==> src/rtl/dac_pkg.sv <==
// ---------------------------------------------------------------------------
// dac_pkg
//   Shared definitions for the threshold DAC SPI writer:
//   - dac_state_t      : serializer FSM states
//   - FRAME_W          : SPI frame length in bits
//   - CODE_W           : threshold code width
//   - BIT_CNT_W        : width of the frame bit counter
//   - DAC_CMD_WRITE_UPD: AD5683 "write and update DAC register" command
//   - dac_frame()      : assembles {cmd, code, 4'b0} into one SPI frame
// ---------------------------------------------------------------------------
package dac_pkg;

  localparam int FRAME_W   = 24;
  localparam int CODE_W    = 16;
  localparam int BIT_CNT_W = 5;

  localparam logic [3:0] DAC_CMD_WRITE_UPD = 4'h3;

  typedef enum logic [2:0] {
    IDLE   = 3'd0,
    LEAD   = 3'd1,
    SHIFT  = 3'd2,
    TRAIL  = 3'd3,
    SETTLE = 3'd4
  } dac_state_t;

  // The 4 LSBs are don't-care for a 16-bit AD5683 and are sent as zero.
  function automatic logic [FRAME_W-1:0] dac_frame(input logic [3:0]        cmd,
                                                   input logic [CODE_W-1:0] code);
    return {cmd, code, 4'b0000};
  endfunction

endpackage

==> src/rtl/spi_tick_gen.sv <==
// ---------------------------------------------------------------------------
// spi_tick_gen
//   Free-running down-counter that marks the last clk_i cycle of every
//   SCLK half-period. Restart reloads the counter so the next phase gets a
//   full CLK_DIV cycles regardless of where the counter was.
// Ports
//   clk_i    in  1  system clock
//   arst_ni  in  1  asynchronous active-low reset
//   restart  in  1  synchronous reload to CLK_DIV-1
//   tick     out 1  1 on the final cycle of the current half-period
// ---------------------------------------------------------------------------
module spi_tick_gen #(
  parameter int CLK_DIV = 2
) (
  input  logic clk_i,
  input  logic arst_ni,
  input  logic restart,
  output logic tick
);

  // A 1-cycle divider still needs a 1-bit counter to exist; it just stays at 0.
  localparam int CNT_W = (CLK_DIV > 1) ? $clog2(CLK_DIV) : 1;
  localparam logic [CNT_W-1:0] RELOAD = CNT_W'(CLK_DIV - 1);

  logic [CNT_W-1:0] cnt_q;

  always_ff @(posedge clk_i or negedge arst_ni) begin
    if (!arst_ni) begin
      cnt_q <= RELOAD;
    end else if (restart || (cnt_q == '0)) begin
      cnt_q <= RELOAD;
    end else begin
      cnt_q <= cnt_q - CNT_W'(1);
    end
  end

  assign tick = (cnt_q == '0);

endmodule

==> src/rtl/dac_spi_writer.sv <==
// ---------------------------------------------------------------------------
// dac_spi_writer
//   Receives 16-bit threshold codes from the channel measure controller and
//   shifts each one out as a 24-bit AD5683-style SPI frame to the comparator
//   reference DAC. threshold_rdy_o stays low until the frame has been sent
//   and the DAC output has had SETTLE_CYCLES to settle. Writes that arrive
//   while busy land in a single pending slot (last write wins) and are sent
//   back-to-back without passing through IDLE.
// Parameters
//   CLK_DIV        clk_i cycles per SCLK half-period (>=1)
//   SETTLE_CYCLES  clk_i cycles with SYNC high before ready returns (>=1)
//   DAC_CMD        4-bit command prefix of every frame
// Ports
//   clk_i            in  1   system clock
//   arst_ni          in  1   asynchronous active-low reset
//   threshold_i      in  16  threshold code, sampled on threshold_wre_i
//   threshold_wre_i  in  1   single-cycle write strobe
//   threshold_rdy_o  out 1   idle, nothing pending, DAC settled
//   dac_sclk_o       out 1   SPI clock, idle low
//   dac_sync_no      out 1   SPI frame select, active-low
//   dac_sdi_o        out 1   SPI data, MSB first, stable across SCLK fall
//   busy_o           out 1   frame or settle in progress
// ---------------------------------------------------------------------------
module dac_spi_writer
  import dac_pkg::*;
#(
  parameter int         CLK_DIV       = 2,
  parameter int         SETTLE_CYCLES = 4,
  parameter logic [3:0] DAC_CMD       = DAC_CMD_WRITE_UPD
) (
  input  logic              clk_i,
  input  logic              arst_ni,
  input  logic [CODE_W-1:0] threshold_i,
  input  logic              threshold_wre_i,
  output logic              threshold_rdy_o,
  output logic              dac_sclk_o,
  output logic              dac_sync_no,
  output logic              dac_sdi_o,
  output logic              busy_o
);

  localparam int SET_W = $clog2(SETTLE_CYCLES + 1);
  localparam logic [SET_W-1:0]     SETTLE_LOAD = SET_W'(SETTLE_CYCLES - 1);
  localparam logic [BIT_CNT_W-1:0] BIT_TOP     = BIT_CNT_W'(FRAME_W - 1);

  // Control state
  dac_state_t           state_q, state_d;
  logic [BIT_CNT_W-1:0] bit_cnt_q, bit_cnt_d;
  logic                 hi_q, hi_d;          // current SHIFT half is the SCLK-high half
  logic [SET_W-1:0]     settle_q, settle_d;
  logic                 pend_vld_q, pend_vld_d;

  // Data state (no reset: only meaningful while the matching control flag is set)
  logic [FRAME_W-1:0]   shreg_q, shreg_d;
  logic [CODE_W-1:0]    pend_word_q, pend_word_d;

  // Registered outputs and their next values
  logic rdy_q, rdy_d;
  logic busy_q, busy_d;
  logic sclk_q, sclk_d;
  logic sync_n_q, sync_n_d;
  logic sdi_q, sdi_d;

  logic tick;
  logic tick_restart;
  logic settle_exit;
  logic in_frame_d;

  spi_tick_gen #(
    .CLK_DIV (CLK_DIV)
  ) u_tick_gen (
    .clk_i   (clk_i),
    .arst_ni (arst_ni),
    .restart (tick_restart),
    .tick    (tick)
  );

  assign settle_exit = (state_q == SETTLE) && (settle_q == '0);

  // State register; outputs are registered from their next-state decode so
  // they change on the same edge as the state they describe.
  always_ff @(posedge clk_i or negedge arst_ni) begin
    if (!arst_ni) begin
      state_q    <= IDLE;
      bit_cnt_q  <= '0;
      hi_q       <= 1'b0;
      settle_q   <= '0;
      pend_vld_q <= 1'b0;
      rdy_q      <= 1'b1;
      busy_q     <= 1'b0;
      sclk_q     <= 1'b0;
      sync_n_q   <= 1'b1;
      sdi_q      <= 1'b0;
    end else begin
      state_q    <= state_d;
      bit_cnt_q  <= bit_cnt_d;
      hi_q       <= hi_d;
      settle_q   <= settle_d;
      pend_vld_q <= pend_vld_d;
      rdy_q      <= rdy_d;
      busy_q     <= busy_d;
      sclk_q     <= sclk_d;
      sync_n_q   <= sync_n_d;
      sdi_q      <= sdi_d;
    end
  end

  always_ff @(posedge clk_i) begin
    shreg_q     <= shreg_d;
    pend_word_q <= pend_word_d;
  end

  // Next-state logic
  always_comb begin
    state_d      = state_q;
    bit_cnt_d    = bit_cnt_q;
    hi_d         = hi_q;
    settle_d     = settle_q;
    pend_vld_d   = pend_vld_q;
    pend_word_d  = pend_word_q;
    shreg_d      = shreg_q;
    tick_restart = 1'b0;

    unique case (state_q)
      IDLE: begin
        // Hold the divider in reload so LEAD gets exactly CLK_DIV cycles.
        tick_restart = 1'b1;
        if (threshold_wre_i) begin
          state_d = LEAD;
          shreg_d = dac_frame(DAC_CMD, threshold_i);
        end
      end

      LEAD: begin
        if (tick) begin
          state_d   = SHIFT;
          hi_d      = 1'b1;
          bit_cnt_d = BIT_TOP;
        end
      end

      SHIFT: begin
        if (tick) begin
          if (hi_q) begin
            hi_d = 1'b0;
          end else if (bit_cnt_q == '0) begin
            state_d = TRAIL;
          end else begin
            // Next bit goes out together with the SCLK rise, so SDI is
            // stable for the whole high phase and across the falling edge.
            hi_d      = 1'b1;
            bit_cnt_d = bit_cnt_q - BIT_CNT_W'(1);
            shreg_d   = {shreg_q[FRAME_W-2:0], 1'b0};
          end
        end
      end

      TRAIL: begin
        if (tick) begin
          state_d  = SETTLE;
          settle_d = SETTLE_LOAD;
        end
      end

      SETTLE: begin
        tick_restart = 1'b1;
        if (settle_exit) begin
          // A write landing on the exit cycle is newer than any pending word.
          if (threshold_wre_i || pend_vld_q) begin
            state_d    = LEAD;
            shreg_d    = dac_frame(DAC_CMD, threshold_wre_i ? threshold_i : pend_word_q);
            pend_vld_d = 1'b0;
          end else begin
            state_d = IDLE;
          end
        end else begin
          settle_d = settle_q - SET_W'(1);
        end
      end

      default: begin
        state_d = IDLE;
      end
    endcase

    // Writes while busy only touch the pending slot; the in-flight frame is untouched.
    if (threshold_wre_i && (state_q != IDLE) && !settle_exit) begin
      pend_vld_d  = 1'b1;
      pend_word_d = threshold_i;
    end
  end

  // Output decode of the next state
  always_comb begin
    in_frame_d = (state_d == LEAD) || (state_d == SHIFT) || (state_d == TRAIL);
    rdy_d      = (state_d == IDLE) && !pend_vld_d;
    busy_d     = (state_d != IDLE);
    sync_n_d   = !in_frame_d;
    sclk_d     = (state_d == SHIFT) && hi_d;
    sdi_d      = in_frame_d && shreg_d[FRAME_W-1];
  end

  assign threshold_rdy_o = rdy_q;
  assign busy_o          = busy_q;
  assign dac_sclk_o      = sclk_q;
  assign dac_sync_no     = sync_n_q;
  assign dac_sdi_o       = sdi_q;

endmodule

==> config.mk <==
export PLATFORM = sky130hd
export DESIGN_NAME = dac_spi_writer
export DESIGN_NICKNAME = d
export VERILOG_FILES = /design/src/rtl/dac_pkg.sv /design/src/rtl/spi_tick_gen.sv /design/src/rtl/dac_spi_writer.sv
export SDC_FILE = /design/constraint.sdc
export NUM_CORES = 1
export LEC_CHECK = 0
export CAP_MARGIN = 20
export CORE_MARGIN = 2
export CORE_UTILIZATION = 40
export CTS_BUF_LIST = sky130_fd_sc_hd__clkbuf_8
export DETAILED_ROUTE_END_ITERATION = 8
export PLACE_DENSITY = 0.57
export SYNTH_ARGS = -nofsm -noshare
export SYNTH_HDL_FRONTEND = slang
export SYNTH_HIERARCHICAL = 1
export SYNTH_SLANG_ARGS = --single-unit
==> constraint.sdc <==
create_clock -name clk_i -period 2.4 [get_ports clk_i]
set_clock_uncertainty 0.05 [all_clocks]
set_input_delay 0.48 -clock clk_i [delete_from_list [all_inputs] [get_ports clk_i]]
set_output_delay 0.48 -clock clk_i [all_outputs]
set_load 0.01 [all_outputs]
Yosys cells after proc, flatten, opt, wreduce, memory -nomap -nowiden
Index checks and enable logic that the tools add are counted.
Word-level totals
  flip-flop bits (word level): 59
  bits in latches: 0
  bits in writable memories: 0
  bits in read-only memories: 0
  word-level logic and storage cells: 96
  memories: 0
Operators by class
  add/subtract/negate cells: 3
  multiply operators: 0
  div/mod/pow operators: 0
  order comparisons: 0
  eq/ne operators: 16
  shift-type cells: 0
  muxes and demuxes: 36
  bitwise operators: 1
  reductions and logical operators: 26
Operators by type and width (count)
  $mux W24: 6
  $pmux W24 S3: 1
  $mux W3: 9
  $mux W5: 4
  $mux W16: 1
  $ne A2 B2 Y1 const B: 8
  $pmux W3 S5: 1
  $eq A3 B2 Y1 const B: 4
  $mux W1: 11
  $pmux W5 S2: 1
  $logic_not A3 Y1: 3
  $reduce_bool A3 Y1: 3
  $reduce_and A7 Y1: 1
  $eq A3 B1 Y1 const B: 2
  $logic_and A1 B1 Y1: 6
  $pmux W3 S2: 1
  $logic_not A5 Y1: 1
  $reduce_and A5 Y1: 1
  $sub A5 B1 Y5 const B: 1
  $logic_or A1 B1 Y1: 4
  $reduce_bool A2 Y1: 2
  $eq A3 B3 Y1 const B: 1
  $logic_not A1 Y1: 3
  $reduce_and A3 Y1: 1
  6 further kinds: 6

Depth between registers and ports, before layout
Gate-level depths: netlist of the first run.
  word-level depth: 9
  depth in mapped cells: 8
  mapped depth without buffers: 7

Modules after synthesis
The synthesis of the first run kept the hierarchy.
By module, submodules not included
  dac_spi_writer: instances 1, cells an instance 210, area each 2503.7 um^2, seq. area each 1614.0 um^2
  spi_tick_gen: instances 1, cells an instance 3, area each 36.3 um^2, seq. area each 26.3 um^2

Worst setup path after synthesis of the first run
OpenSTA, ideal clock, no wires.
  path type: input -> register
  from: input threshold_wre_i
  to: register pend_word_q[0], enable pin
  setup time: 390 ps
  arrival: 1989 ps
  required time: 1960 ps
  path slack: -29 ps
  stages on the path: 3
  buffers on the path: 2
  path through: buf_2 buf_1 nor2b_1
On the way
  word-level cells in the longest chain between the ends: 2
Ends and longest elaborated chain
  start: declaration: line dac_spi_writer.sv:34  | input logic threshold_wre_i,
  $logic_and A1 B1 Y1 (2 in a row): line dac_spi_writer.sv:187  | if (threshold_wre_i && (state_q != IDLE) && !settle_exit) begin
  end signal: assignment: line dac_spi_writer.sv:110  | pend_word_q <= pend_word_d;
  end: declaration: line dac_spi_writer.sv:55  | logic [CODE_W-1:0] pend_word_q, pend_word_d;
Every way passes these cells.
A chain may end at the register's enable or synchronous reset.

Worst setup path in the final report of the first run
  from: register bit_cnt_q[0]
  to: register bit_cnt_q[4]
On the way
  word-level cells in the longest chain between the ends: 5
  elaborated cells between the ends (all ways): 8
Ends and longest elaborated chain
  start: declaration: line dac_spi_writer.sv:48  | logic [BIT_CNT_W-1:0] bit_cnt_q, bit_cnt_d;
  start signal: assignment: line dac_spi_writer.sv:96  | bit_cnt_q <= bit_cnt_d;
  $sub A5 B1 Y5: line dac_spi_writer.sv:152  | bit_cnt_d = bit_cnt_q - BIT_CNT_W'(1);
  $mux W5: line dac_spi_writer.sv:146  | end else if (bit_cnt_q == '0) begin
  $mux W5: line dac_spi_writer.sv:144  | if (hi_q) begin
  $mux W5: line dac_spi_writer.sv:143  | if (tick) begin
  $pmux W5 S2: line dac_spi_writer.sv:124  | unique case (state_q)
Several ways; a longest one is shown, not always the timed one. The select of a mux whose other input is x is not followed.

==> results by group, run 1 <==
Global route
  – Grt total ovfl: 0
  – Total track usage: 14.2%
  – Vias in the first global route: between 1500 and 2000
  – Initial antenna violation count: 0
  – Pin count of the biggest net entering global routing: 23
  – First-pass GRT wire length: between 7 and 8 mm

Synth
  – Post-synth ARST share: 32.8%
  – Syn Area/Cell: 11.9 um^2
  – Post-Syn Instances: 213
  – Seq/Total Area, Yosys: 64.6%
  – Mapped Area: 2540 um^2
  – Ys Warns: 6
  – #FFs+latches synth: a little under 60
  – Synth cell types: 39
  – EDFF count, synth: 38
  – Top_reg_cell synth: edfxtp_1
  – Syn nets: between 200 and 250

Route
  – # DRC: 0
  – DRT iter0 DRCs: 89
  – Routed WL: approximately 4.5 mm
  – Via count: 1698
  – TritonRoute pass-1 iters: 4
  – DRT antenna net count: 0
  – WL per Instance: 13.6 um
  – Number of vias per cell: ~5.2

STA
  – Setup ws final: a little under 0.2 ns
  – RSZ-0062 raised after global routing: no
  – Final hold violations: 0
  – Worst slew pin tran: approximately 0.6 ns
  – Fmax: roughly 450 MHz
  – Clock period minus worst slack: 2.21 ns
  – Slew Limit Fails: 0
  – TNS Setup: 0 ns
  – # setup viols final: 0
  – Relative slew slack: between 60% and 70%
  – Final Cycle Share: 92.0%

Power and ir drop
  – Pleak: 1.26 nW
  – Cell Pwr Density: about 730 nW/um^2
  – Worst vdd ir: around 0.43 mV

Clocking
  – Post-cts resize count: 0
  – Clock Tree Buf Depth: 2
  – Num CTS Buffers: 9
  – Clk_lat worst skew: 0.33 ns
  – Reg clk slew, reported paths: approximately 0.06 ns
  – Htree depth: 3
  – Root Buffer: clkbuf_8
  – Post-CTS Setup Bufs: 0
  – TritonCTS clock tree: built
  – CTS sink count: slightly below 60
  – Hold buffer count at cts: 0

Job
  – MaxCap Viol Count: 0

Placement
  – Pre-CTS setup slack: roughly 0.2 ns
  – Detailed placement HPWL: roughly 3.0 mm
  – Routability cong.: 0.870
  – IO buf count: 23

Floorplanning
  – Die H: roughly 84 um
  – Starting density of the core: around two fifths
  – IO Pins: 24
  – FP Rows: 29
  – Die area: about 7000 um^2
  – Core footprint: ~6200 um^2
  – Die W: roughly 84 um

Worst setup path
  – Crit. path cell count: 7
  – CP Data Required Time: 2.61 ns
  – Max Fanout on Critical Path: 5
  – R2R Path End: bit_cnt_q[4]$_DFFE_PN0P_
  – CP peak stage delay: between 0.5 and 0.6 ns
  – R2R cell count: 7
  – Cell family with most CP delay: simple AND/OR/NAND/NOR gates
  – WP buf/inv: 1
  – Startpoint class of the critical path: flip-flop
  – Worst r2r src: bit_cnt_q[0]$_DFFE_PN0P_
  – Worst path cell trace: inv_1 -> ha_1 -> nor4b_1 -> or2_4 -> or4b_1 -> or4_1 -> nand3_1
  – Worst Setup SP: bit_cnt_q[0]$_DFFE_PN0P_
  – Crit path to: bit_cnt_q[4]$_DFFE_PN0P_
  – Crit-path slowest cell: or4b_1
  – R2R setup slack: around 0.19 ns
  – Critical path class: flip-flop to flip-flop
  – CP endpoint kind: flip-flop
  – Crit path DAT: between 2 and 2.5 ns

Hold path
  – Hold WC Path Type: flip-flop to flip-flop

Finish
  – Nets@finish: 270
  – Ant diodes: 0
  – Filler cells: around 550
  – Most common cell after layout, fill and taps aside: edfxtp_1
  – Share of cells above drive strength 1: between 10% and 20%
  – Highest-count cells in the layout ignoring fill and taps: edfxtp_1, nand2_1, clkdlybuf4s50_1
  – Area Growth Syn to Fin: 24.9%
  – Register Area: approximately 1600 um^2
  – Multi-input logic area: 828 um^2

Run status
  – Outcome: complete, no violations
## state kept, by name, indices dropped and copies added (netlist names)
register          flops
shreg_q              23
settle_q              3
dac_sclk_o            1
dac_sync_no           1
pend_vld_q            1
hi_q                  1
bit_cnt_q             5
threshold_rdy_o       1
dac_sdi_o             1
busy_o                1
u_tick_gen/cnt_q      1
state_q               3
pend_word_q          16
## cells by family after synthesis
kind of cell / count (synthesis) / share of synthesized area, %
XOR/XNOR: 2 / 0.690
AND/OR/NAND/NOR: 70 / 13.6
adder cells (fa/ha/maj): 4 / 1.97
flip-flops: 58 / 64.6
multiplexers: 16 / 6.31
buffers and inverters: 19 / 2.91
other: 1 / 0.148
AO/OA/AOI/OAI: 43 / 9.80
## metrics by stage
step           power (mW)  util (%)  hold WS [ns]  area, um^2  cells
2_1_floorplan        1.14         -         0.134        2540    213
3_3_place_gp         1.19      46.7         0.390        2920    313
3_5_place_dp         1.19      46.7         0.395        2920    313
4_1_cts              2.36      50.8         0.411        3170    329
5_1_grt              2.41      50.8         0.431        3170    329
6_report             2.32      50.8         0.407        3170    329
## per-layer routing
metal	GRT usage, %	up-vias	share of wire (%)
met1	20.4	814	49
met3	5.14	4	4.9
li1	-	830	-
met4	6.89	0	1.0
met5	0	-	0
met2	19.0	50	45
## cell usage after synthesis (2+ instances only)
| cell | n | share of area, % |
|---|---|---|
| nor2_1 | 13 | 1.9 |
| a21oi_1 | 12 | 2.4 |
| and2_1 | 4 | 0.99 |
| buf_2 | 2 | 0.39 |
| clkbuf_1 | 7 | 1.0 |
| edfxtp_1 | 38 | 45 |
| nand3_1 | 3 | 0.59 |
| o21ai_0 | 19 | 3.7 |
| and3_1 | 2 | 0.49 |
| nor3_1 | 2 | 0.39 |
| mux2i_1 | 16 | 6.3 |
| nand2b_1 | 4 | 0.99 |
| nor4_1 | 2 | 0.49 |
| xor2_1 | 2 | 0.69 |
| dfrtp_1 | 16 | 16 |
| ha_1 | 4 | 2.0 |
| a211oi_1 | 2 | 0.59 |
| dfstp_2 | 3 | 3.1 |
| a21o_1 | 2 | 0.59 |
| o22a_1 | 2 | 0.69 |
| a31oi_1 | 2 | 0.49 |
| or3_1 | 2 | 0.49 |
| inv_1 | 9 | 1.3 |
| nor2b_1 | 3 | 0.74 |
| nor4b_1 | 2 | 0.69 |
| nand2_1 | 27 | 4.0 |
## power breakdown
group	switching, mW	internal, mW
sequential	0.00512	1.09
clock	0.368	0.785
combinational	0.0343	0.0446
total	0.407	1.92
## worst reg2reg max path, stage by stage, from the launching register on
cell	delay (ns)
dfrtp_1	0.40
inv_1	0.08
ha_1	0.19
nor4b_1	0.17
or2_4	0.26
or4b_1	0.51
or4_1	0.40
nand3_1	0.09
## final cells by class
type,count,area share (%)
clock buffers,9,3.90
flip-flops and latches,58,51.7
clock inverters,7,4.18
multi-input cells,136,26.1
well taps,77,3.04
inverters,9,1.06
repair buffers,33,10.0
## worst min-delay path by stage
stage,from,end,slack (ns),cells after the start
floorplan,arst_ni,bit_cnt_q[0]$_DFFE_PN0P_,0.13,0
detailed placement,u_tick_gen/cnt_q$_DFF_PN1_,u_tick_gen/cnt_q$_DFF_PN1_,0.40,1
CTS,u_tick_gen/cnt_q$_DFF_PN1_,u_tick_gen/cnt_q$_DFF_PN1_,0.41,1
global route,u_tick_gen/cnt_q$_DFF_PN1_,u_tick_gen/cnt_q$_DFF_PN1_,0.43,1
global placement,u_tick_gen/cnt_q$_DFF_PN1_,u_tick_gen/cnt_q$_DFF_PN1_,0.39,1
finish,u_tick_gen/cnt_q$_DFF_PN1_,u_tick_gen/cnt_q$_DFF_PN1_,0.41,1
Note: power is estimated with default switching activity, not from simulation.
==> run 2, diff against run 1 <==
Settings changed: RECOVER_POWER set to 100.
==> run 2 against run 1 <==
Compared with the run above: sequential power is essentially flat; maximum frequency about the same; utilization fell by 0.38 points; non-clock buffer count is the same; wire length about the same; register-to-register slack about the same; combinational power decreased by 10%; global-route usage stayed put; total power shrank 0.23%; count of clock-buffer cells in the layout stayed put.
==> results by group, run 2 (synthesis results as in run 1) <==
Floorplanning
  – Die area: around 7000 um^2
  – Die W: roughly 84 um
  – IO Pins: 24
  – Die H: between 80 and 90 um
  – Core footprint: between 6000 and 7000 um^2
  – FP Rows: 29
  – Starting density of the core: just over 40%

Clocking
  – Post-CTS Setup Bufs: 0
  – Htree depth: 3
  – Post-cts resize count: 0
  – TritonCTS clock tree: built
  – Num CTS Buffers: 9
  – Clock Tree Buf Depth: 2
  – Root Buffer: clkbuf_8
  – Reg clk slew, reported paths: ~0.06 ns
  – Hold buffer count at cts: 0
  – CTS sink count: a little under 60
  – Clk_lat worst skew: around 0.33 ns

Hold path
  – Hold path cells: 1
  – Hold WC Path Type: flip-flop to flip-flop
  – Worst Hold Launch: u_tick_gen/cnt_q$_DFF_PN1_
  – Endpoint, Worst Hold: u_tick_gen/cnt_q$_DFF_PN1_

Worst setup path
  – R2R setup slack: 0.19 ns
  – CP endpoint kind: flip-flop
  – Startpoint class of the critical path: flip-flop
  – Max Fanout on Critical Path: 5
  – R2R cell count: 7
  – CP Data Required Time: roughly 2.6 ns
  – R2R Path End: bit_cnt_q[4]$_DFFE_PN0P_
  – Worst Setup SP: bit_cnt_q[0]$_DFFE_PN0P_
  – Crit path DAT: around 2.4 ns
  – Critical path class: flip-flop to flip-flop
  – Worst r2r src: bit_cnt_q[0]$_DFFE_PN0P_

Route
  – # DRC: 0
  – Number of vias per cell: just over 5
  – WL per Instance: around 14 um
  – Routed WL: approximately 4.5 mm
  – DRT antenna net count: 0
  – Via count: 1678
  – DRT iter0 DRCs: 90
  – TritonRoute pass-1 iters: 4

STA
  – Relative slew slack: a little under a third
  – TNS Setup: 0 ns
  – Fmax: 453 MHz
  – # setup viols final: 0
  – Final hold violations: 0
  – Clock period minus worst slack: around 2.2 ns
  – Worst slew pin tran: slightly above 1 ns
  – Hold slack: about 0.41 ns
  – Final Cycle Share: 92.0%
  – Slew Limit Fails: 0
  – RSZ-0062 raised after global routing: no
  – Setup ws final: between 0.15 and 0.2 ns

Job
  – MaxCap Viol Count: 0

Finish
  – Register Area: around 1600 um^2
  – Biggest register: shreg_q
  – Most common cell after layout, fill and taps aside: edfxtp_1
  – Filler cells: about 550
  – Highest-count cells in the layout ignoring fill and taps: edfxtp_1, nand2_1, dlygate4sd3_1
  – Ant diodes: 0
  – Nets@finish: between 200 and 300
  – Multi-input logic area: roughly 830 um^2
  – Largest regs: shreg_q: 23 flops, pend_word_q: 16 flops, bit_cnt_q: 5 flops
  – Area Growth Syn to Fin: 24.0%
  – Final core utilization: about half
  – Share of cells above drive strength 1: a little over a tenth
  – Max reg flops: 23

Power and ir drop
  – Final Power: 2.32 mW
  – Flop pwr share: between 40% and 50%
  – Cell Pwr Density: between 700 and 800 nW/um^2
  – Clock share of power: 49.9%
  – Net Sw Frac: ~18%
  – Pleak: around 1.3 nW
  – Int Power: around 1.9 mW
  – Psw: approximately 0.4 mW
  – Combinational power share: 3.1%
  – Worst vdd ir: roughly 0.43 mV

Run status
  – Outcome: complete, no violations

Global route
  – Total track usage: between 10% and 20%
  – First-pass GRT wire length: about 7.7 mm
  – Pin count of the biggest net entering global routing: 23
  – Initial antenna violation count: 0
  – Vias in the first global route: 1580
  – Grt total ovfl: 0

Placement
  – Routability cong.: approximately 0.87
  – Pre-CTS setup slack: 0.202 ns
  – Detailed placement HPWL: around 3.0 mm
  – IO buf count: 23
## run 2: changes by cell type in the layout (fill, tap and decap cells not counted), moves of 2 or more
cell,change
clkdlybuf4s50_1,-23
dlygate4sd3_1,+23
buf_4,-4
and2_0,+2
and2_1,-2
clkbuf_1,+2
## run 2: final cells by class
| type | instances | area share (%) |
|---|---|---|
| clock inverters | 7 | 4.21 |
| inverters | 9 | 1.07 |
| clock buffers | 9 | 3.93 |
| well taps | 77 | 3.06 |
| repair buffers | 33 | 9.42 |
| multi-input cells | 136 | 26.2 |
| flip-flops and latches | 58 | 52.1 |
## run 2: worst max-delay path, cell delays in order, from the launching register on
cell and delay (ns):
dfrtp_1 0.40, inv_1 0.08, ha_1 0.19, nor4b_1 0.17
or2_4 0.26, or4b_1 0.51, or4_1 0.40, nand3_1 0.09
## run 2: power by group through the flow
stage / Combinational [mW] / Sequential, mW / Clock [mW]
3_5_place_dp: 0.0807 / 1.11 / 0
2_1_floorplan: 0.0291 / 1.11 / 0
4_1_cts: 0.0812 / 1.09 / 1.19
5_1_grt: 0.0803 / 1.09 / 1.23
6_report: 0.0710 / 1.09 / 1.16
3_3_place_gp: 0.0797 / 1.11 / 0
## run 2: layer usage
layer / part of all wire, % / GRT usage, %
met3: 5.1 / 5.14
met2: 44 / 19.0
met5: 0 / 0
met4: 0.94 / 6.89
met1: 50 / 20.4
## run 2: worst max path at each step
stage	to	slack, ns	cells after the start
after global placement	bit_cnt_q[4]$_DFFE_PN0P_	0.23	7
final	bit_cnt_q[4]$_DFFE_PN0P_	0.19	7
after detailed placement	bit_cnt_q[4]$_DFFE_PN0P_	0.20	7
after global routing	shreg_q[16]$_DFFE_PP_	0.02	8
after floorplan	pend_word_q[0]$_DFFE_PP_	0.23	3
after CTS	bit_cnt_q[4]$_DFFE_PN0P_	0.19	7
## run 2: metrics by stage
step / cell area (um^2) / std cells
after CTS: 3170 / 329
after global routing: 3150 / 329
final: 3150 / 329
after global placement: 2920 / 313
after floorplan: 2540 / 213
after detailed placement: 2920 / 313
==> run 3, diff against run 2 <==
Settings changed: GPL_TIMING_DRIVEN set to 0.
==> run 3 against run 2 <==
Compared with the run above: total power is 6.2% lower; sequential power about the same; combinational power shrank 2%; global-route usage up 0.44 points; register-to-register slack lost 0.04 ns; critical path type unchanged.
==> results by group, run 3 (synthesis results as in run 1) <==
Run status
  – Outcome: complete, no violations

Finish
  – Area Growth Syn to Fin: 22.5%
  – Finished Cell Area: approximately 3100 um^2
  – Filler cells: 601
  – Most common cell after layout, fill and taps aside: edfxtp_1
  – Share of cells above drive strength 1: about an eighth
  – Ant diodes: 0
  – Fin cells: between 300 and 400
  – Highest-count cells in the layout ignoring fill and taps: edfxtp_1, nand2_1, dlygate4sd3_1
  – Biggest register: shreg_q
  – Nets@finish: 270
  – Final core utilization: around 50%
  – Max reg flops: 23
  – Largest regs: shreg_q: 23 flops, pend_word_q: 16 flops, bit_cnt_q: 5 flops

STA
  – Final Cycle Share: around 94%
  – Clock period minus worst slack: 2.25 ns
  – # setup viols final: 0
  – Final hold violations: 0
  – Worst slew pin tran: between 0.8 and 0.9 ns
  – Fmax: between 400 and 500 MHz
  – Slew Limit Fails: 0
  – Relative slew slack: between 40% and 50%
  – RSZ-0062 raised after global routing: no

Power and ir drop
  – Cell Pwr Density: approximately 700 nW/um^2
  – Clock share of power: between 40% and 50%
  – Int Power: ~1.7 mW
  – Psw: about 0.46 mW
  – Final Power: 2.17 mW
  – Flop pwr share: 50.2%
  – Pleak: about 1.2 nW
  – Worst vdd ir: around 0.35 mV
  – Combinational power share: 3.2%
  – Net Sw Frac: between 20% and 30%

Route
  – WL per Instance: approximately 14 um
  – Routed WL: between 4 and 5 mm
  – # DRC: 0
  – Number of vias per cell: 5.02
  – DRT antenna net count: 0
  – DRT iter0 DRCs: between 90 and 100
  – Via count: ~1700
  – TritonRoute pass-1 iters: 4

Floorplanning
  – Die W: about 84 um
  – Starting density of the core: between 40% and 50%
  – Die area: between 7000 and 8000 um^2
  – Die H: between 80 and 90 um
  – IO Pins: 24
  – Core footprint: between 6000 and 7000 um^2
  – FP Rows: 29

Global route
  – Total track usage: between 10 and 15%
  – Pin count of the biggest net entering global routing: 23
  – Initial antenna violation count: 0
  – Vias in the first global route: 1584
  – First-pass GRT wire length: ~7.8 mm
  – Grt total ovfl: 0

Clocking
  – Num CTS Buffers: 9
  – TritonCTS clock tree: built
  – Hold buffer count at cts: 0
  – Clock Tree Buf Depth: 2
  – Reg clk slew, reported paths: around 0.070 ns
  – Post-CTS Setup Bufs: 0
  – Root Buffer: clkbuf_8
  – Htree depth: 3
  – CTS sink count: 58
  – Clk_lat worst skew: roughly 0.34 ns

Placement
  – IO buf count: 23
  – Placed cell areas: approximately 2900 um^2
  – Routability cong.: ~0.81
  – Detailed placement HPWL: ~3.1 mm
  – DP Cell Count: about 310

Hold path
  – Hold path cells: 1
  – Worst Hold Launch: u_tick_gen/cnt_q$_DFF_PN1_
  – Hold WC Path Type: flip-flop to flip-flop

Worst setup path
  – Worst Setup SP: bit_cnt_q[0]$_DFFE_PN0P_
  – Critical path class: flip-flop to flip-flop
  – Startpoint class of the critical path: flip-flop
  – CP endpoint kind: flip-flop
  – Worst r2r src: bit_cnt_q[0]$_DFFE_PN0P_
  – R2R cell count: 7
  – CP Data Required Time: roughly 2.6 ns
  – Max Fanout on Critical Path: 5
  – Crit path DAT: between 2 and 2.5 ns

Job
  – MaxCap Viol Count: 0
## run 3: through the flow
| step | TNS [ns] | setup WS, ns | hold slack [ns] |
|---|---|---|---|
| after CTS | 0 | 0.0715 | 0.421 |
| after global placement | -22.84 | -0.747 | 0.395 |
| final | 0 | 0.151 | 0.416 |
| after floorplan | 0 | 0.230 | 0.134 |
| after global routing | 0 | 0.0372 | 0.432 |
| after detailed placement | -23.61 | -0.776 | 0.404 |
## run 3: final timing paths
check                                             end  slack (ns)
max                          bit_cnt_q[4]$_DFFE_PN0P_        0.15
min                        u_tick_gen/cnt_q$_DFF_PN1_        0.42
max reg2reg                  bit_cnt_q[4]$_DFFE_PN0P_        0.15
min reg2reg                u_tick_gen/cnt_q$_DFF_PN1_        0.42
max in group asynchronous     settle_q[0]$_DFFE_PN0P_        1.11
min in group asynchronous    bit_cnt_q[1]$_DFFE_PN0P_        0.65
## run 3: what timing repair did
action	in CTS	in global routing
gates resized for setup	3	5
endpoints found under the setup margin	38	42
gates cloned	0	0
pin swaps	0	0
## run 3: layer usage
layer  vias to the layer above  global-route usage [%]  part of all wire (%)
met5                         -                       0                     0
met4                         0                    7.48                   2.0
met3                         9                    4.75                   3.7
met2                        30                    19.7                    43
met1                       779                    21.1                    51
li1                        834                       -                     -
## run 3: power by group through the flow
stage,Sequential (mW),Combinational [mW],Clock (mW)
2_1_floorplan,1.11,0.0291,0
3_3_place_gp,1.11,0.0757,0
3_5_place_dp,1.11,0.0769,0
4_1_cts,1.09,0.0779,1.03
5_1_grt,1.09,0.0782,1.08
6_report,1.09,0.0699,1.01
## run 3: area by class of cell
class / instances / area [um^2] / area share, %
flip-flops and latches: 58 / 1640 / 52.7
repair buffers: 23 / 230 / 7.40
plain buffers: 10 / 43.8 / 1.41
clock buffers: 9 / 124 / 3.98
multi-input cells: 136 / 840 / 27.0
well taps: 77 / 96.3 / 3.10
inverters: 9 / 33.8 / 1.09
clock inverters: 7 / 103 / 3.30
## run 3: critical path, cell delays in order (launching register included)
cell     delay [ns]
dfrtp_1        0.42
inv_1          0.08
ha_1           0.19
nor4b_2        0.18
or2_4          0.25
or4b_1         0.51
or4_1          0.41
nand3_1        0.09
